File: src/rtl/serial_uart_fifo_if.sv
// Byte-stream handshake between the UART and the monitor: TX strobe/busy, RX FIFO head/pop, error flags.
// Latency: none, wires only.
// Backpressure: as_busy_o throttles TX requests; as_dstrb_o/as_rd_i form the RX pop handshake.
interface serial_uart_fifo_if #(
    parameter int DATA_BITS = 8
);
    logic [DATA_BITS-1:0] as_data_i;
    logic                 as_dstrb_i;
    logic                 as_busy_o;
    logic [DATA_BITS-1:0] as_data_o;
    logic                 as_dstrb_o;
    logic                 as_rd_i;
    logic                 as_err_clr_i;
    logic [2:0]           as_err_o;

    // The monitor side drives requests and pops.
    modport master (
        output as_data_i, as_dstrb_i, as_rd_i, as_err_clr_i,
        input  as_busy_o, as_data_o, as_dstrb_o, as_err_o
    );

    // The UART side answers them.
    modport slave (
        input  as_data_i, as_dstrb_i, as_rd_i, as_err_clr_i,
        output as_busy_o, as_data_o, as_dstrb_o, as_err_o
    );
endinterface

File: src/rtl/serial_uart_fifo.sv
// Parametrised UART: TX serialiser, RX deserialiser with 2-flop synchroniser, FWFT RX FIFO, sticky errors.
// Latency: TX line leaves idle the cycle after the strobe; an RX word is visible the cycle after its stop sample.
// Backpressure: TX strobes are ignored while busy; RX words arriving at a full FIFO are dropped and flag overrun.
module serial_uart_fifo #(
    parameter int CLK_DIV       = 16,
    parameter int DATA_BITS     = 8,
    parameter int PARITY        = 0,
    parameter int STOP_BITS     = 1,
    parameter int RX_DEPTH_LOG2 = 3
) (
    input  logic              clk,
    input  logic              reset,
    input  logic              serial_in,
    output logic              serial_out,
    serial_uart_fifo_if.slave as_bus
);
    localparam logic [15:0] BIT_LAST  = 16'(CLK_DIV - 1);
    localparam logic [15:0] HALF_LAST = 16'(CLK_DIV / 2 - 1);
    localparam logic [3:0]  DATA_LAST = 4'(DATA_BITS - 1);
    localparam logic [3:0]  STOP_LAST = 4'(STOP_BITS - 1);
    localparam logic        PAR_ODD   = (PARITY == 2);
    localparam logic        HAS_PAR   = (PARITY != 0);
    localparam int          DEPTH     = 1 << RX_DEPTH_LOG2;

    typedef enum logic [2:0] {TX_IDLE, TX_START, TX_DATA, TX_PAR, TX_STOP} tx_state_t;
    typedef enum logic [2:0] {RX_IDLE, RX_START, RX_DATA, RX_PAR, RX_STOP, RX_BREAK} rx_state_t;

    // ---------------- TX ----------------
    tx_state_t            tx_state, tx_state_nxt;
    logic [15:0]          tx_cnt, tx_cnt_nxt;
    logic [3:0]           tx_bit, tx_bit_nxt;
    logic [DATA_BITS-1:0] tx_shr, tx_shr_nxt;
    logic                 tx_par, tx_par_nxt;
    logic                 tx_line, tx_line_nxt;
    logic                 tx_bit_end;

    // TX state register; reset forces the line high immediately, aborting any frame.
    always_ff @(posedge clk or negedge reset) begin
        if (!reset) begin
            tx_state <= TX_IDLE;
            tx_cnt   <= '0;
            tx_bit   <= '0;
            tx_shr   <= '0;
            tx_par   <= 1'b0;
            tx_line  <= 1'b1;
        end else begin
            tx_state <= tx_state_nxt;
            tx_cnt   <= tx_cnt_nxt;
            tx_bit   <= tx_bit_nxt;
            tx_shr   <= tx_shr_nxt;
            tx_par   <= tx_par_nxt;
            tx_line  <= tx_line_nxt;
        end
    end

    // TX sequencing: each bit held CLK_DIV cycles; the line value is registered from the next state.
    always_comb begin
        tx_state_nxt = tx_state;
        tx_cnt_nxt   = tx_cnt;
        tx_bit_nxt   = tx_bit;
        tx_shr_nxt   = tx_shr;
        tx_par_nxt   = tx_par;
        tx_line_nxt  = 1'b1;
        tx_bit_end   = (tx_cnt == BIT_LAST);
        case (tx_state)
            TX_IDLE: begin
                if (as_bus.as_dstrb_i) begin
                    tx_state_nxt = TX_START;
                    tx_shr_nxt   = as_bus.as_data_i;
                    tx_par_nxt   = (^as_bus.as_data_i) ^ PAR_ODD;
                    tx_cnt_nxt   = '0;
                end
            end
            TX_START: begin
                tx_cnt_nxt = tx_cnt + 16'd1;
                if (tx_bit_end) begin
                    tx_cnt_nxt   = '0;
                    tx_bit_nxt   = '0;
                    tx_state_nxt = TX_DATA;
                end
            end
            TX_DATA: begin
                tx_cnt_nxt = tx_cnt + 16'd1;
                if (tx_bit_end) begin
                    tx_cnt_nxt = '0;
                    tx_shr_nxt = tx_shr >> 1;
                    if (tx_bit == DATA_LAST) begin
                        tx_bit_nxt   = '0;
                        tx_state_nxt = HAS_PAR ? TX_PAR : TX_STOP;
                    end else begin
                        tx_bit_nxt = tx_bit + 4'd1;
                    end
                end
            end
            TX_PAR: begin
                tx_cnt_nxt = tx_cnt + 16'd1;
                if (tx_bit_end) begin
                    tx_cnt_nxt   = '0;
                    tx_bit_nxt   = '0;
                    tx_state_nxt = TX_STOP;
                end
            end
            TX_STOP: begin
                tx_cnt_nxt = tx_cnt + 16'd1;
                if (tx_bit_end) begin
                    tx_cnt_nxt = '0;
                    if (tx_bit == STOP_LAST) begin
                        tx_bit_nxt   = '0;
                        tx_state_nxt = TX_IDLE;
                    end else begin
                        tx_bit_nxt = tx_bit + 4'd1;
                    end
                end
            end
            default: tx_state_nxt = TX_IDLE;
        endcase
        case (tx_state_nxt)
            TX_START: tx_line_nxt = 1'b0;
            TX_DATA:  tx_line_nxt = tx_shr_nxt[0];
            TX_PAR:   tx_line_nxt = tx_par_nxt;
            default:  tx_line_nxt = 1'b1;
        endcase
    end

    assign serial_out       = tx_line;
    assign as_bus.as_busy_o = (tx_state != TX_IDLE);

    // ---------------- RX ----------------
    logic                 rx_s1, rx_s2, rx_s3;
    rx_state_t            rx_state, rx_state_nxt;
    logic [15:0]          rx_cnt, rx_cnt_nxt;
    logic [3:0]           rx_bit, rx_bit_nxt;
    logic [DATA_BITS-1:0] rx_shr, rx_shr_nxt;
    logic                 rx_push, rx_set_par, rx_set_frm;

    // Two-flop synchroniser plus one delayed copy for falling-edge detection; idles high.
    always_ff @(posedge clk or negedge reset) begin
        if (!reset) begin
            rx_s1 <= 1'b1;
            rx_s2 <= 1'b1;
            rx_s3 <= 1'b1;
        end else begin
            rx_s1 <= serial_in;
            rx_s2 <= rx_s1;
            rx_s3 <= rx_s2;
        end
    end

    // RX state register; reset discards any partially assembled word.
    always_ff @(posedge clk or negedge reset) begin
        if (!reset) begin
            rx_state <= RX_IDLE;
            rx_cnt   <= '0;
            rx_bit   <= '0;
            rx_shr   <= '0;
        end else begin
            rx_state <= rx_state_nxt;
            rx_cnt   <= rx_cnt_nxt;
            rx_bit   <= rx_bit_nxt;
            rx_shr   <= rx_shr_nxt;
        end
    end

    // RX sequencing: half-bit start qualification, then one mid-bit sample every CLK_DIV cycles.
    always_comb begin
        rx_state_nxt = rx_state;
        rx_cnt_nxt   = rx_cnt;
        rx_bit_nxt   = rx_bit;
        rx_shr_nxt   = rx_shr;
        rx_push      = 1'b0;
        rx_set_par   = 1'b0;
        rx_set_frm   = 1'b0;
        case (rx_state)
            RX_IDLE: begin
                if (rx_s3 && !rx_s2) begin
                    rx_state_nxt = RX_START;
                    rx_cnt_nxt   = '0;
                    rx_bit_nxt   = '0;
                end
            end
            RX_START: begin
                rx_cnt_nxt = rx_cnt + 16'd1;
                if (rx_cnt == HALF_LAST) begin
                    rx_cnt_nxt   = '0;
                    rx_state_nxt = rx_s2 ? RX_IDLE : RX_DATA;
                end
            end
            RX_DATA: begin
                rx_cnt_nxt = rx_cnt + 16'd1;
                if (rx_cnt == BIT_LAST) begin
                    rx_cnt_nxt = '0;
                    rx_shr_nxt = {rx_s2, rx_shr[DATA_BITS-1:1]};
                    if (rx_bit == DATA_LAST) begin
                        rx_bit_nxt   = '0;
                        rx_state_nxt = HAS_PAR ? RX_PAR : RX_STOP;
                    end else begin
                        rx_bit_nxt = rx_bit + 4'd1;
                    end
                end
            end
            RX_PAR: begin
                rx_cnt_nxt = rx_cnt + 16'd1;
                if (rx_cnt == BIT_LAST) begin
                    rx_cnt_nxt   = '0;
                    rx_set_par   = (rx_s2 != ((^rx_shr) ^ PAR_ODD));
                    rx_state_nxt = RX_STOP;
                end
            end
            RX_STOP: begin
                rx_cnt_nxt = rx_cnt + 16'd1;
                if (rx_cnt == BIT_LAST) begin
                    rx_cnt_nxt = '0;
                    if (rx_s2) begin
                        rx_push      = 1'b1;
                        rx_state_nxt = RX_IDLE;
                    end else begin
                        rx_set_frm   = 1'b1;
                        rx_state_nxt = RX_BREAK;
                    end
                end
            end
            RX_BREAK: begin
                if (rx_s2) rx_state_nxt = RX_IDLE;
            end
            default: rx_state_nxt = RX_IDLE;
        endcase
    end

    // ---------------- RX FIFO ----------------
    logic [RX_DEPTH_LOG2:0] wr_ptr, rd_ptr;
    logic [DATA_BITS-1:0]   mem [DEPTH];
    logic                   fifo_empty, fifo_full, fifo_pop, fifo_push, overrun;

    assign fifo_empty = (wr_ptr == rd_ptr);
    assign fifo_full  = (wr_ptr[RX_DEPTH_LOG2] != rd_ptr[RX_DEPTH_LOG2]) &&
                        (wr_ptr[RX_DEPTH_LOG2-1:0] == rd_ptr[RX_DEPTH_LOG2-1:0]);
    assign fifo_pop   = as_bus.as_rd_i && !fifo_empty;
    // A same-cycle pop frees the slot a full FIFO needs.
    assign fifo_push  = rx_push && (!fifo_full || fifo_pop);
    assign overrun    = rx_push && fifo_full && !fifo_pop;

    // Pointer update; extra MSB distinguishes full from empty.
    always_ff @(posedge clk or negedge reset) begin
        if (!reset) begin
            wr_ptr <= '0;
            rd_ptr <= '0;
        end else begin
            if (fifo_push) wr_ptr <= wr_ptr + 1'b1;
            if (fifo_pop)  rd_ptr <= rd_ptr + 1'b1;
        end
    end

    // Storage write; contents are don't-care until a word is pushed.
    always_ff @(posedge clk) begin
        if (fifo_push) mem[wr_ptr[RX_DEPTH_LOG2-1:0]] <= rx_shr;
    end

    assign as_bus.as_data_o  = mem[rd_ptr[RX_DEPTH_LOG2-1:0]];
    assign as_bus.as_dstrb_o = !fifo_empty;

    // ---------------- Errors ----------------
    logic [2:0] err;

    // Sticky {overrun, parity, framing}; a coincident set beats the clear.
    always_ff @(posedge clk or negedge reset) begin
        if (!reset) begin
            err <= '0;
        end else begin
            err <= (err & ~{3{as_bus.as_err_clr_i}}) | {overrun, rx_set_par, rx_set_frm};
        end
    end

    assign as_bus.as_err_o = err;
endmodule

File: src/flat_wrapper.sv
// flat-port wrapper written by rule: the top's interface ports become plain ports
module serial_uart_fifo_flat 
#(
    parameter int CLK_DIV       = 16,
    parameter int DATA_BITS     = 8,
    parameter int PARITY        = 0,
    parameter int STOP_BITS     = 1,
    parameter int RX_DEPTH_LOG2 = 3
)
  (clk, reset, serial_in, serial_out, as_bus_as_data_i, as_bus_as_dstrb_i, as_bus_as_rd_i, as_bus_as_err_clr_i, as_bus_as_busy_o, as_bus_as_data_o, as_bus_as_dstrb_o, as_bus_as_err_o);
  serial_uart_fifo_if #(.DATA_BITS(DATA_BITS)) as_bus_i ();
  input  logic clk;
  input  logic reset;
  input  logic serial_in;
  output logic serial_out;
  input wire logic [$bits(as_bus_i.as_data_i)-1:0] as_bus_as_data_i;
  input wire logic [$bits(as_bus_i.as_dstrb_i)-1:0] as_bus_as_dstrb_i;
  input wire logic [$bits(as_bus_i.as_rd_i)-1:0] as_bus_as_rd_i;
  input wire logic [$bits(as_bus_i.as_err_clr_i)-1:0] as_bus_as_err_clr_i;
  output wire logic [$bits(as_bus_i.as_busy_o)-1:0] as_bus_as_busy_o;
  output wire logic [$bits(as_bus_i.as_data_o)-1:0] as_bus_as_data_o;
  output wire logic [$bits(as_bus_i.as_dstrb_o)-1:0] as_bus_as_dstrb_o;
  output wire logic [$bits(as_bus_i.as_err_o)-1:0] as_bus_as_err_o;
  assign as_bus_i.as_data_i = as_bus_as_data_i;
  assign as_bus_i.as_dstrb_i = as_bus_as_dstrb_i;
  assign as_bus_i.as_rd_i = as_bus_as_rd_i;
  assign as_bus_i.as_err_clr_i = as_bus_as_err_clr_i;
  assign as_bus_as_busy_o = as_bus_i.as_busy_o;
  assign as_bus_as_data_o = as_bus_i.as_data_o;
  assign as_bus_as_dstrb_o = as_bus_i.as_dstrb_o;
  assign as_bus_as_err_o = as_bus_i.as_err_o;
  serial_uart_fifo #(.CLK_DIV(CLK_DIV), .DATA_BITS(DATA_BITS), .PARITY(PARITY), .STOP_BITS(STOP_BITS), .RX_DEPTH_LOG2(RX_DEPTH_LOG2)) u_core (.clk(clk), .reset(reset), .serial_in(serial_in), .serial_out(serial_out), .as_bus(as_bus_i));
endmodule
File: config.mk
export PLATFORM = sky130hd
export DESIGN_NAME = serial_uart_fifo_flat
export DESIGN_NICKNAME = d
export VERILOG_FILES = /design/src/rtl/serial_uart_fifo_if.sv /design/src/rtl/serial_uart_fifo.sv /design/src/flat_wrapper.sv
export SDC_FILE = /design/constraint.sdc
export NUM_CORES = 1
export LEC_CHECK = 0
export ABC_AREA = 1
export BUFFER_PORTS_ARGS = -buffer_cell sky130_fd_sc_hd__buf_2
export CELL_PAD_IN_SITES_DETAIL_PLACEMENT = 0
export CELL_PAD_IN_SITES_GLOBAL_PLACEMENT = 1
export CORE_UTILIZATION = 48
export DETAILED_ROUTE_END_ITERATION = 10
export PLACE_DENSITY = 0.91
export SYNTH_ARGS = -nofsm -noshare
export SYNTH_HDL_FRONTEND = slang
export SYNTH_SLANG_ARGS = --single-unit
File: constraint.sdc
create_clock -name clk -period 2.6 [get_ports clk]
set_input_delay 0.13 -clock clk [delete_from_list [all_inputs] [get_ports clk]]
set_output_delay 0.13 -clock clk [all_outputs]
set_load 0.01 [all_outputs]
==> flow_metrics.env, run 1 <==
export IMPL_rr_endpoint="u_core.mem[2][6]"
export IMPL_netSwitchingFraction=0.373
export IMPL_wl_per_cell_um=14.4
export IMPL_multiInputGateArea_um2=2960
export IMPL_start_util=0.495
export IMPL_crit_fanout=8
export IMPL_powerDensity_nw_per_um2=925
export IMPL_p_int_mw=4.73
export IMPL_core_area_um2=14600
export IMPL_num_antenna_cells=0
export IMPL_end_kind="flip-flop"
export IMPL_grt_pass1_vias=5180
export IMPL_min_path_type="in -> reg"
export IMPL_status="complete, no violations"
export IMPL_fin_nets=866
export IMPL_synth_cells=803
export IMPL_synth_seq_area_share=0.537
export IMPL_wirelength_um=15000
export IMPL_synthArstFlopShare=0.549
export IMPL_dp_hpwl_um=10400
export IMPL_track_usage=0.208
export IMPL_ant_nets=0
export IMPL_synthesis_area_um2=7230
export IMPL_dp_slack_ns=0.250
export IMPL_yosys_most_used_dff="dfrtp_1"
export IMPL_startpoint="u_core.rx_cnt[0]"
export IMPL_synth_simple_area_share=0.272
export IMPL_r2r_start="u_core.rx_cnt[0]"
export IMPL_syn_area_per_cell_um2=9.00
export IMPL_crit_type="reg -> reg"
export IMPL_fin_crit_sh=0.909
export IMPL_holdBufCountCts=3
export IMPL_nFillCells=1283
export IMPL_cts_tree="yes"
export IMPL_critPathRequiredTime_ns=2.65
export IMPL_leakage_nw=3.61
export IMPL_synth_area_mux_share=0
export IMPL_row_count=44
export IMPL_drc=0
export IMPL_yosys_area_share_xor_xnor=0.0279
export IMPL_post_cts_buffers=0
export IMPL_post_cts_resized=0
export IMPL_seqPwrFrac=0.372
export IMPL_gr_total_overflow=0
export IMPL_rsz0062_at_grt="no"
export IMPL_clk_path_buf_depth=2
export IMPL_clock_fmax_mhz=423
export IMPL_yosysWarnings=0
export IMPL_hold_viol=0
export IMPL_switchingPower_mw=2.81
export IMPL_area_growth_pct=12.7
export IMPL_synth_edf_count=64
export IMPL_start_kind="flip-flop"
export IMPL_dpl_cell_area_um2=7570
export IMPL_setup_viol=0
export IMPL_ios=28
export IMPL_drv_cap=0
export IMPL_ys_ff_latch=142
export IMPL_numCtsBuffers=17
export IMPL_crit_end="u_core.mem[2][6]"
export IMPL_synth_compound_area_share=0.0978
export IMPL_grt_first_pass_wirelength_um=25700
export IMPL_cts_root_buf="clkbuf_16"
export IMPL_cp_arrival_ns=2.41
export IMPL_antenna_found_initial=0
export IMPL_insertion_delay_ns=0.42
export IMPL_viasPerCell=5.21
export IMPL_die_area_um2=15600
export IMPL_drt_initial_drc_count=453
export IMPL_finalMaxSlewViolations=0
export IMPL_synthAdderAreaFrac=0.0121
export IMPL_combPwrFrac=0.329
export IMPL_drive_gt1_frac=0.170
export IMPL_relSlewSlack=0.326
export IMPL_final_area_um2=8150
export IMPL_vias=5422
export IMPL_p_clk_frac=0.298
export IMPL_numPortBuffers=27
export IMPL_finalSetupTns_ns=0
export IMPL_grt_max_degree=79
export IMPL_die_w_um=125
export IMPL_fp_dieH_um=125
export IMPL_cts_sinks=142
export IMPL_rrSetupSlack_ns=0.24
export IMPL_first_pass_iters=5
export IMPL_path_clk_slew_ns=0.06
export IMPL_htreeDepth=4
export IMPL_fin_worst_skew_ns=0.00803
export IMPL_fin_crit_ns=2.36
export IMPL_fin_ws_ns=0.236
export IMPL_reg2reg_depth=9
export IMPL_seq_area_um2=3880
export IMPL_synth_cell_types=51
export IMPL_synth_top_family_by_area="simple AND/OR/NAND/NOR gates"
export IMPL_ir_drop_mv=0.399
export IMPL_worst_pin_slew_ns=1.01
export IMPL_syn_nets=824
export IMPL_place_congestion=0.811
==> kinds of logic after synthesis <==
logic type | count (synthesis)
adders and majority gates | 7
DFF | 142
buffers and inverters | 96
xor gates and xnor gates | 23
AOI/OAI and AO/OA | 117
and+or+nand+nor | 418
==> worst max-delay path, cell delays in order, from the launching register on <==
cell	delay, ns
dfrtp_1	0.39
ha_1	0.20
nand2_2	0.10
inv_2	0.09
nand3_2	0.08
nor2_4	0.12
nand3_4	0.11
nor3_4	0.21
nand3_2	0.15
nor2_1	0.53
==> per-layer routing <==
metal | global-route usage | share of wire
met3 | 0.0365 | 0.041
met4 | 0.0858 | 0.022
met2 | 0.318 | 0.46
met5 | 0 | 0
met1 | 0.292 | 0.48
==> synthesized netlist by cell type (all sizes together), types with 2 or more instances <==
master | n | area (um2)
dfrtp | 74 | 1850
buf | 5 | 46.3
xor2 | 19 | 166
a21oi | 13 | 68.8
xnor2 | 4 | 35.0
nand4 | 10 | 62.6
or2 | 4 | 25.0
clkinv | 2 | 8.75
inv | 79 | 297
nor3 | 8 | 66.3
nand3b | 5 | 37.5
nor2 | 120 | 546
o21ai | 68 | 385
ha | 7 | 87.6
dfstp | 4 | 105
nand3 | 58 | 363
o211ai | 9 | 67.6
edfxtp | 64 | 1920
clkbuf | 10 | 38.8
nand2 | 210 | 843
o22ai | 17 | 106
o21bai | 4 | 33.8
==> cells in the final DEF (no fill, tap or decap), drive strengths merged, types with 3 or more instances in the layout <==
cell	synthesis	final
nand4	10	10
xnor2	4	4
clkinvlp	0	3
dfrtp	74	74
clkinv	2	9
o21bai	4	4
a21oi	13	13
edfxtp	64	64
dlygate4sd3	0	3
o211ai	9	9
clkbuf	10	18
dfstp	4	4
nand3	58	58
inv	79	81
xor2	19	19
buf	5	35
o21ai	68	68
nor3	8	8
nor2	120	120
ha	7	7
or2	4	4
nand2	210	210
nand3b	5	5
o22ai	17	17
==> sequential cells by signal, indices dropped and copies added (netlist names), 4 cells and up <==
name,count
u_core.rx_bit,4
u_core.rd_ptr,4
u_core.mem,64
u_core.tx_shr,8
u_core.rx_cnt,16
u_core.rx_shr,8
u_core.wr_ptr,4
u_core.tx_cnt,16
u_core.tx_bit,4
==> power by group through the flow <==
stage	combinational, mW	clock, mW	sequential (mW)
detailed placement	2.47	0	2.85
CTS	2.48	2.28	2.80
global placement	2.46	0	2.84
floorplan	1.87	0	2.80
global route	2.82	2.39	2.85
finish	2.48	2.25	2.81
==> final cells by class <==
class | instances | share of cell area
inverters | 81 | 0.0375
multi-input cells | 565 | 0.363
clock inverters | 13 | 0.0144
repair buffers | 38 | 0.0279
flip-flops and latches | 142 | 0.476
well taps | 184 | 0.0283
clock buffers | 18 | 0.0527
==> stage by stage <==
step           hold WS, ns  utilization  total power [mW]  std cells
2_1_floorplan       -0.166            -              4.67        803
3_3_place_gp         0.237        0.519              5.29       1007
3_5_place_dp         0.237        0.519              5.32       1007
4_1_cts            0.00256        0.558              7.57       1041
5_1_grt             0.0308        0.558              8.06       1041
6_report            0.0157        0.558              7.53       1041
==> how the worst min path moves through the flow <==
stage,from,cells after the start,end
5_1_grt,as_bus_as_rd_i,3,u_core.rd_ptr[3]
3_5_place_dp,serial_in,1,u_core.rx_s1
3_3_place_gp,serial_in,1,u_core.rx_s1
2_1_floorplan,reset,0,u_core.as_bus.as_err_o[0]
6_report,as_bus_as_data_i[3],3,u_core.tx_shr[3]
4_1_cts,as_bus_as_data_i[3],3,u_core.tx_shr[3]
No activity file was read; power rests on OpenSTA's default activity.
==> inputs of run 2 (changes only) <==
--- a/config.mk
+++ b/config.mk
@@ -9,9 +9,9 @@
 export BUFFER_PORTS_ARGS = -buffer_cell sky130_fd_sc_hd__buf_2
 export CELL_PAD_IN_SITES_DETAIL_PLACEMENT = 0
 export CELL_PAD_IN_SITES_GLOBAL_PLACEMENT = 1
-export CORE_UTILIZATION = 48
+export CORE_UTILIZATION = 52
 export DETAILED_ROUTE_END_ITERATION = 10
-export PLACE_DENSITY = 0.91
+export PLACE_DENSITY = 0.95
 export SYNTH_ARGS = -nofsm -noshare
 export SYNTH_HDL_FRONTEND = slang
 export SYNTH_SLANG_ARGS = --single-unit
==> constraint.sdc (replaced) <==
create_clock -name clk -period 2.8 [get_ports clk]
set_input_delay 0.42 -clock clk [delete_from_list [all_inputs] [get_ports clk]]
set_output_delay 0.42 -clock clk [all_outputs]
set_load 0.01 [all_outputs]
==> run 2 against run 1 <==
  * Power decreased by 3.3%
  * Largest cell class unchanged
  * Final area about the same
  * Wire length increased by 3.0%
  * Clock power increased by 6%
  * Sequential share of layout area about the same
  * Utilization increased by 5.0 points
  * Register-to-register slack improved by 0.11 ns
  * Sequential power decreased by 6%
  * Critical path depth decreased by 2
  * Final cell count decreased by 1.4%
  * Fmax decreased by 3.7%
  * Via count increased by 2.7%
==> flow_metrics.env, run 2 (synthesized netlist as in run 1, its figures left out) <==
export IMPL_status="complete, no violations"
export IMPL_path_clk_slew_ns=0.06
export IMPL_leakage_nw=3.61
export IMPL_relSlewSlack=0.321
export IMPL_drive_gt1_frac=0.169
export IMPL_ios=28
export IMPL_viasPerCell=5.43
export IMPL_track_usage=0.229
export IMPL_row_count=42
export IMPL_finalMaxSlewViolations=0
export IMPL_dp_slack_ns=0.381
export IMPL_drv_cap=0
export IMPL_numPortBuffers=27
export IMPL_r2r_start="u_core.rd_ptr[1]"
export IMPL_ir_drop_mv=0.380
export IMPL_clk_path_buf_depth=2
export IMPL_die_area_um2=14400
export IMPL_die_w_um=120
export IMPL_largest_reg_flops=64
export IMPL_setup_viol=0
export IMPL_core_area_um2=13400
export IMPL_fin_worst_skew_ns=0.0108
export IMPL_combPwrFrac=0.311
export IMPL_clock_fmax_mhz=407
export IMPL_final_cell_mix="196 x nand2_1, 100 x nor2_1, 74 x dfrtp_1, 64 x inv_1, 64 x edfxtp_1"
export IMPL_drt_initial_drc_count=508
export IMPL_p_clk_frac=0.327
export IMPL_crit_type="reg -> reg"
export IMPL_rrSetupSlack_ns=0.35
export IMPL_worst_pin_slew_ns=1.02
export IMPL_first_pass_iters=5
export IMPL_hold_viol=0
export IMPL_seqPwrFrac=0.362
export IMPL_holdBufCountCts=0
export IMPL_grt_pass1_vias=5324
export IMPL_cts_root_buf="clkbuf_16"
export IMPL_cts_tree="yes"
export IMPL_numCtsBuffers=17
export IMPL_reg2reg_depth=7
export IMPL_area_growth_pct=12.8
export IMPL_start_kind="flip-flop"
export IMPL_finalSetupTns_ns=0
export IMPL_netSwitchingFraction=0.358
export IMPL_fin_cells=1026
export IMPL_min_path_type="in -> reg"
export IMPL_p_int_mw=4.68
export IMPL_crit_fanout=20
export IMPL_critPathRequiredTime_ns=2.86
export IMPL_startpoint="u_core.rd_ptr[1]"
export IMPL_wl_per_cell_um=15.1
export IMPL_post_cts_resized=0
export IMPL_insertion_delay_ns=0.42
export IMPL_htreeDepth=4
export IMPL_wirelength_um=15500
export IMPL_num_antenna_cells=0
export IMPL_fin_nets=858
export IMPL_grt_first_pass_wirelength_um=25300
export IMPL_switchingPower_mw=2.61
export IMPL_end_kind="flip-flop"
export IMPL_dp_hpwl_um=10900
export IMPL_cp_arrival_ns=2.51
export IMPL_ant_nets=0
export IMPL_cts_sinks=142
export IMPL_rsz0062_at_grt="no"
export IMPL_fin_crit_ns=2.45
export IMPL_gr_total_overflow=0
export IMPL_crit_end="u_core.mem[5][1]"
export IMPL_fin_crit_sh=0.877
export IMPL_vias=5571
export IMPL_drc=0
export IMPL_place_inst=994
export IMPL_post_cts_buffers=0
export IMPL_fin_ws_ns=0.345
export IMPL_final_common_cell="nand2_1"
export IMPL_place_congestion=0.901
export IMPL_fp_dieH_um=120
export IMPL_antenna_found_initial=0
export IMPL_start_util=0.539
export IMPL_rr_endpoint="u_core.mem[5][1]"
export IMPL_powerDensity_nw_per_um2=893
export IMPL_grt_max_degree=79
[run 2: layer usage]
layer / part of all wire / global-route usage
met5: 0 / 0
met4: 0.026 / 0.116
met2: 0.48 / 0.373
met1: 0.44 / 0.294
met3: 0.058 / 0.0404
[run 2: worst min path at each step]
stage                 start                   endpoint  slack [ns]  depth (start not counted)
2_1_floorplan         reset  u_core.as_bus.as_err_o[0]        0.12                          0
3_3_place_gp   u_core.rx_s1               u_core.rx_s2        0.36                          0
3_5_place_dp   u_core.rx_s1               u_core.rx_s2        0.36                          0
4_1_cts           serial_in               u_core.rx_s1        0.08                          1
5_1_grt           serial_in               u_core.rx_s1        0.08                          1
6_report          serial_in               u_core.rx_s1         0.1                          1
[run 2: power by group through the flow]
stage / combinational [mW] / clock, mW / sequential, mW
3_5_place_dp: 2.24 / 0 / 2.67
4_1_cts: 2.26 / 2.41 / 2.63
6_report: 2.27 / 2.38 / 2.64
3_3_place_gp: 2.22 / 0 / 2.65
5_1_grt: 2.52 / 2.51 / 2.67
2_1_floorplan: 1.74 / 0 / 2.60
[run 2: per-stage QoR]
| stage | power, mW | area [um2] | hold WS (ns) | util |
|---|---|---|---|---|
| 6_report | 7.28 | 8150 | 0.0969 | 0.608 |
| 2_1_floorplan | 4.33 | 7230 | 0.124 | - |
| 3_3_place_gp | 4.87 | 7520 | 0.358 | 0.561 |
| 5_1_grt | 7.70 | 8150 | 0.0815 | 0.608 |
| 3_5_place_dp | 4.91 | 7520 | 0.363 | 0.561 |
| 4_1_cts | 7.30 | 8150 | 0.0830 | 0.608 |
[run 2: area by class of cell]
class	count	area [um2]
Sequential cell	142	3880
Inverter	81	305
Multi-Input combinational cell	565	2960
Timing Repair Buffer	30	160
Clock inverter	13	188
Clock buffer	19	443
Tap cell	176	220
Fill cell	1108	5250
[run 2: worst max-delay path: stages, from the launching register on]
cell and delay, ns:
dfrtp_1 0.55, inv_2 0.29, nand2_1 0.09, nand4_1 0.11
nor2_2 0.05, nand2_1 0.22, nand3_2 0.20, nor2_1 0.58
==> inputs of run 3 (changes only) <==
--- a/config.mk
+++ b/config.mk
@@ -5,11 +5,10 @@
 export SDC_FILE = /design/constraint.sdc
 export NUM_CORES = 1
 export LEC_CHECK = 0
-export ABC_AREA = 1
 export BUFFER_PORTS_ARGS = -buffer_cell sky130_fd_sc_hd__buf_2
 export CELL_PAD_IN_SITES_DETAIL_PLACEMENT = 0
 export CELL_PAD_IN_SITES_GLOBAL_PLACEMENT = 1
-export CORE_UTILIZATION = 52
+export CORE_UTILIZATION = 54
 export DETAILED_ROUTE_END_ITERATION = 10
 export PLACE_DENSITY = 0.95
 export SYNTH_ARGS = -nofsm -noshare
==> run 3 against run 2 <==
  * Clock power decreased by 9.2%
  * Sequential power decreased by 7.6%
  * Critical path type is now reg -> out
  * Clock-buffer cell count decreased by 1
  * Sequential share of layout area increased by 3.9 points
  * Synthesized area decreased by 8.5%
  * Largest cell class unchanged
  * Worst hold slack improved by 0.0053 ns
  * Worst setup slack got worse by 0.17 ns
  * The run now ends with DRC left
  * Fmax decreased by 6.4%
  * Via count decreased by 23%
  * Global-route usage decreased by 0.64 points
  * Die area decreased by 12%
  * Largest power group unchanged
==> flow_metrics.env, run 3 <==
export IMPL_status="finished, violations left"
export IMPL_violations="DRC"
export IMPL_r2r_start="u_core.rx_cnt[12]"
export IMPL_numCtsBuffers=17
export IMPL_synthArstFlopShare=0.549
export IMPL_antenna_found_initial=0
export IMPL_clk_path_buf_depth=2
export IMPL_cp_cell_sequence="buf_4 -> mux4_2 -> mux2_2 -> buf_2"
export IMPL_synth_cell_types=57
export IMPL_vias=4291
export IMPL_wirelength_um=12600
export IMPL_final_area_um2=7540
export IMPL_place_inst=706
export IMPL_syn_nets=560
export IMPL_min_path_type="in -> reg"
export IMPL_row_count=40
export IMPL_yosysMostFrequentCell="dfrtp_1"
export IMPL_drive_gt1_frac=0.215
export IMPL_die_area_um2=12700
export IMPL_crit_end="as_bus_as_data_o[7]"
export IMPL_reg2reg_depth=7
export IMPL_die_w_um=113
export IMPL_fp_dieH_um=113
export IMPL_critPathRequiredTime_ns=2.38
export IMPL_post_cts_buffers=0
export IMPL_viasPerCell=5.81
export IMPL_finalSetupTns_ns=0
export IMPL_drc=1
export IMPL_fin_cells=738
export IMPL_rsz0062_at_grt="no"
export IMPL_ant_nets=0
export IMPL_synthesis_area_um2=6620
export IMPL_insertion_delay_ns=0.42
export IMPL_yosysWarnings=0
export IMPL_drt_initial_drc_count=346
export IMPL_final_cell_mix="74 x dfrtp_1, 64 x edfxtp_1, 51 x nand2_1, 43 x nor2_1, 29 x o21ai_0"
export IMPL_core_area_um2=12000
export IMPL_holdBufCountCts=0
export IMPL_yosys_most_used_dff="dfrtp_1"
export IMPL_critPathSlowestCell="mux4_2"
export IMPL_synth_seq_area_share=0.586
export IMPL_clock_fmax_mhz=381
export IMPL_htreeDepth=4
export IMPL_synth_cells=539
export IMPL_powerDensity_nw_per_um2=792
export IMPL_synth_edf_count=64
export IMPL_numPortBuffers=27
export IMPL_post_cts_resized=0
export IMPL_cp_arrival_ns=2.20
export IMPL_nFillCells=925
export IMPL_worst_pin_slew_ns=0.985
export IMPL_cts_root_buf="clkbuf_16"
export IMPL_synthTopCellsByArea="edfxtp_1 29%, dfrtp_1 28%, mux4_2 5.4%"
export IMPL_grt_max_degree=79
export IMPL_start_kind="flip-flop"
export IMPL_rrSetupSlack_ns=0.26
export IMPL_final_common_cell="dfrtp_1"
export IMPL_relSlewSlack=0.343
export IMPL_ir_drop_mv=0.322
export IMPL_path_clk_slew_ns=0.06
export IMPL_cpPeakStageDelay_ns=0.55
export IMPL_track_usage=0.223
export IMPL_startpoint="u_core.rd_ptr[0]"
export IMPL_dp_hpwl_um=8510
export IMPL_start_util=0.553
export IMPL_dpl_cell_area_um2=6960
export IMPL_cts_tree="yes"
export IMPL_largest_reg_flops=64
export IMPL_fin_crit_ns=2.62
export IMPL_grt_first_pass_wirelength_um=21600
export IMPL_hold_viol=0
export IMPL_leakage_nw=2.95
export IMPL_yosysTopAreaCellShare=0.290
export IMPL_gr_total_overflow=0
export IMPL_fin_nets=599
export IMPL_ys_ff_latch=142
export IMPL_hold_slack_ns=0.102
export IMPL_crit_type="reg -> out"
export IMPL_crit_fanout=8
export IMPL_area_growth_pct=14.0
export IMPL_num_antenna_cells=0
export IMPL_grt_pass1_vias=4340
export IMPL_fin_crit_sh=0.937
export IMPL_ios=28
export IMPL_first_pass_iters=8
export IMPL_end_kind="primary output"
export IMPL_wl_per_cell_um=17.1
export IMPL_finalMaxSlewViolations=0
export IMPL_syn_area_per_cell_um2=12.3
export IMPL_fin_worst_skew_ns=0.00855
export IMPL_cts_sinks=142
export IMPL_setup_viol=0
export IMPL_yosysTopAreaCell="edfxtp_1"
export IMPL_rr_endpoint="u_core.mem[0][6]"
export IMPL_drv_cap=0
export IMPL_place_congestion=0.820
export IMPL_yosys_top_cells_count="74 x dfrtp_1, 64 x edfxtp_1, 51 x nand2_1"
==> run 3: cell types whose count changed after synthesis, moves of 11 or more <==
cell,change
nor2_2,-11
mux2_2,+20
xnor2_1,+20
nand3_1,-32
o22ai_1,-12
mux4_2,+16
nor2_1,-57
inv_2,-15
o21ai_0,-22
nand2_1,-145
inv_1,-49
==> run 3: logic make-up (layout without fill, tap and decap cells) <==
| family | Yosys count | after routing | share of synthesized area |
|---|---|---|---|
| AO/OA/AOI/OAI | 87 | 87 | 0.0843 |
| XOR/XNOR | 41 | 41 | 0.0543 |
| flip-flops | 142 | 142 | 0.586 |
| adder cells (fa/ha/maj) | 7 | 7 | 0.0132 |
| multiplexers | 39 | 39 | 0.0949 |
| AND/OR/NAND/NOR | 185 | 185 | 0.144 |
| buffers and inverters | 38 | 90 | 0.0233 |
==> run 3: final cells by class <==
class | instances | area [um2] | area share
clock buffers | 18 | 429 | 0.0569
clock inverters | 14 | 145 | 0.0192
inverters | 15 | 56.3 | 0.00747
well taps | 147 | 184 | 0.0244
repair buffers | 43 | 258 | 0.0342
multi-input cells | 359 | 2590 | 0.343
flip-flops and latches | 142 | 3880 | 0.514
==> run 3: where the power goes <==
part	internal, mW	switching, mW	leakage [nW]
clock	1.31	0.852	0.274
sequential	2.26	0.176	1.54
combinational	0.662	0.711	1.13
total	4.23	1.74	2.95
==> run 3: through the flow <==
stage / worst slack (ns) / util / power (mW)
after floorplan: 0.240 / - / 3.44
after global placement: 0.361 / 0.582 / 3.75
after detailed placement: 0.245 / 0.582 / 3.83
after CTS: 0.148 / 0.630 / 6.02
after global routing: 0.0684 / 0.630 / 6.25
final: 0.177 / 0.630 / 5.97
==> run 3: worst min-delay path by stage <==
stage	startpoint	to	slack, ns	cells after the start
5_1_grt	serial_in	u_core.rx_s1	0.08	1
3_3_place_gp	u_core.rx_s1	u_core.rx_s2	0.35	0
2_1_floorplan	reset	u_core.as_bus.as_err_o[0]	0.12	0
6_report	serial_in	u_core.rx_s1	0.10	1
3_5_place_dp	u_core.rx_s1	u_core.rx_s2	0.35	0
4_1_cts	serial_in	u_core.rx_s1	0.08	1
==> run 3: routing by layer <==
layer	global-route usage	routed length, um
met5	0	0
met1	0.283	5550
met3	0.0573	425
met4	0.0809	199
met2	0.372	6460
==> run 3: critical path, delay by kind of cell, from the launching register on <==
| family | cells | cell delay, ns |
|---|---|---|
| multiplexers | 2 | 0.82 |
| buffers and inverters | 2 | 0.42 |
| flip-flops | 1 | 0.54 |
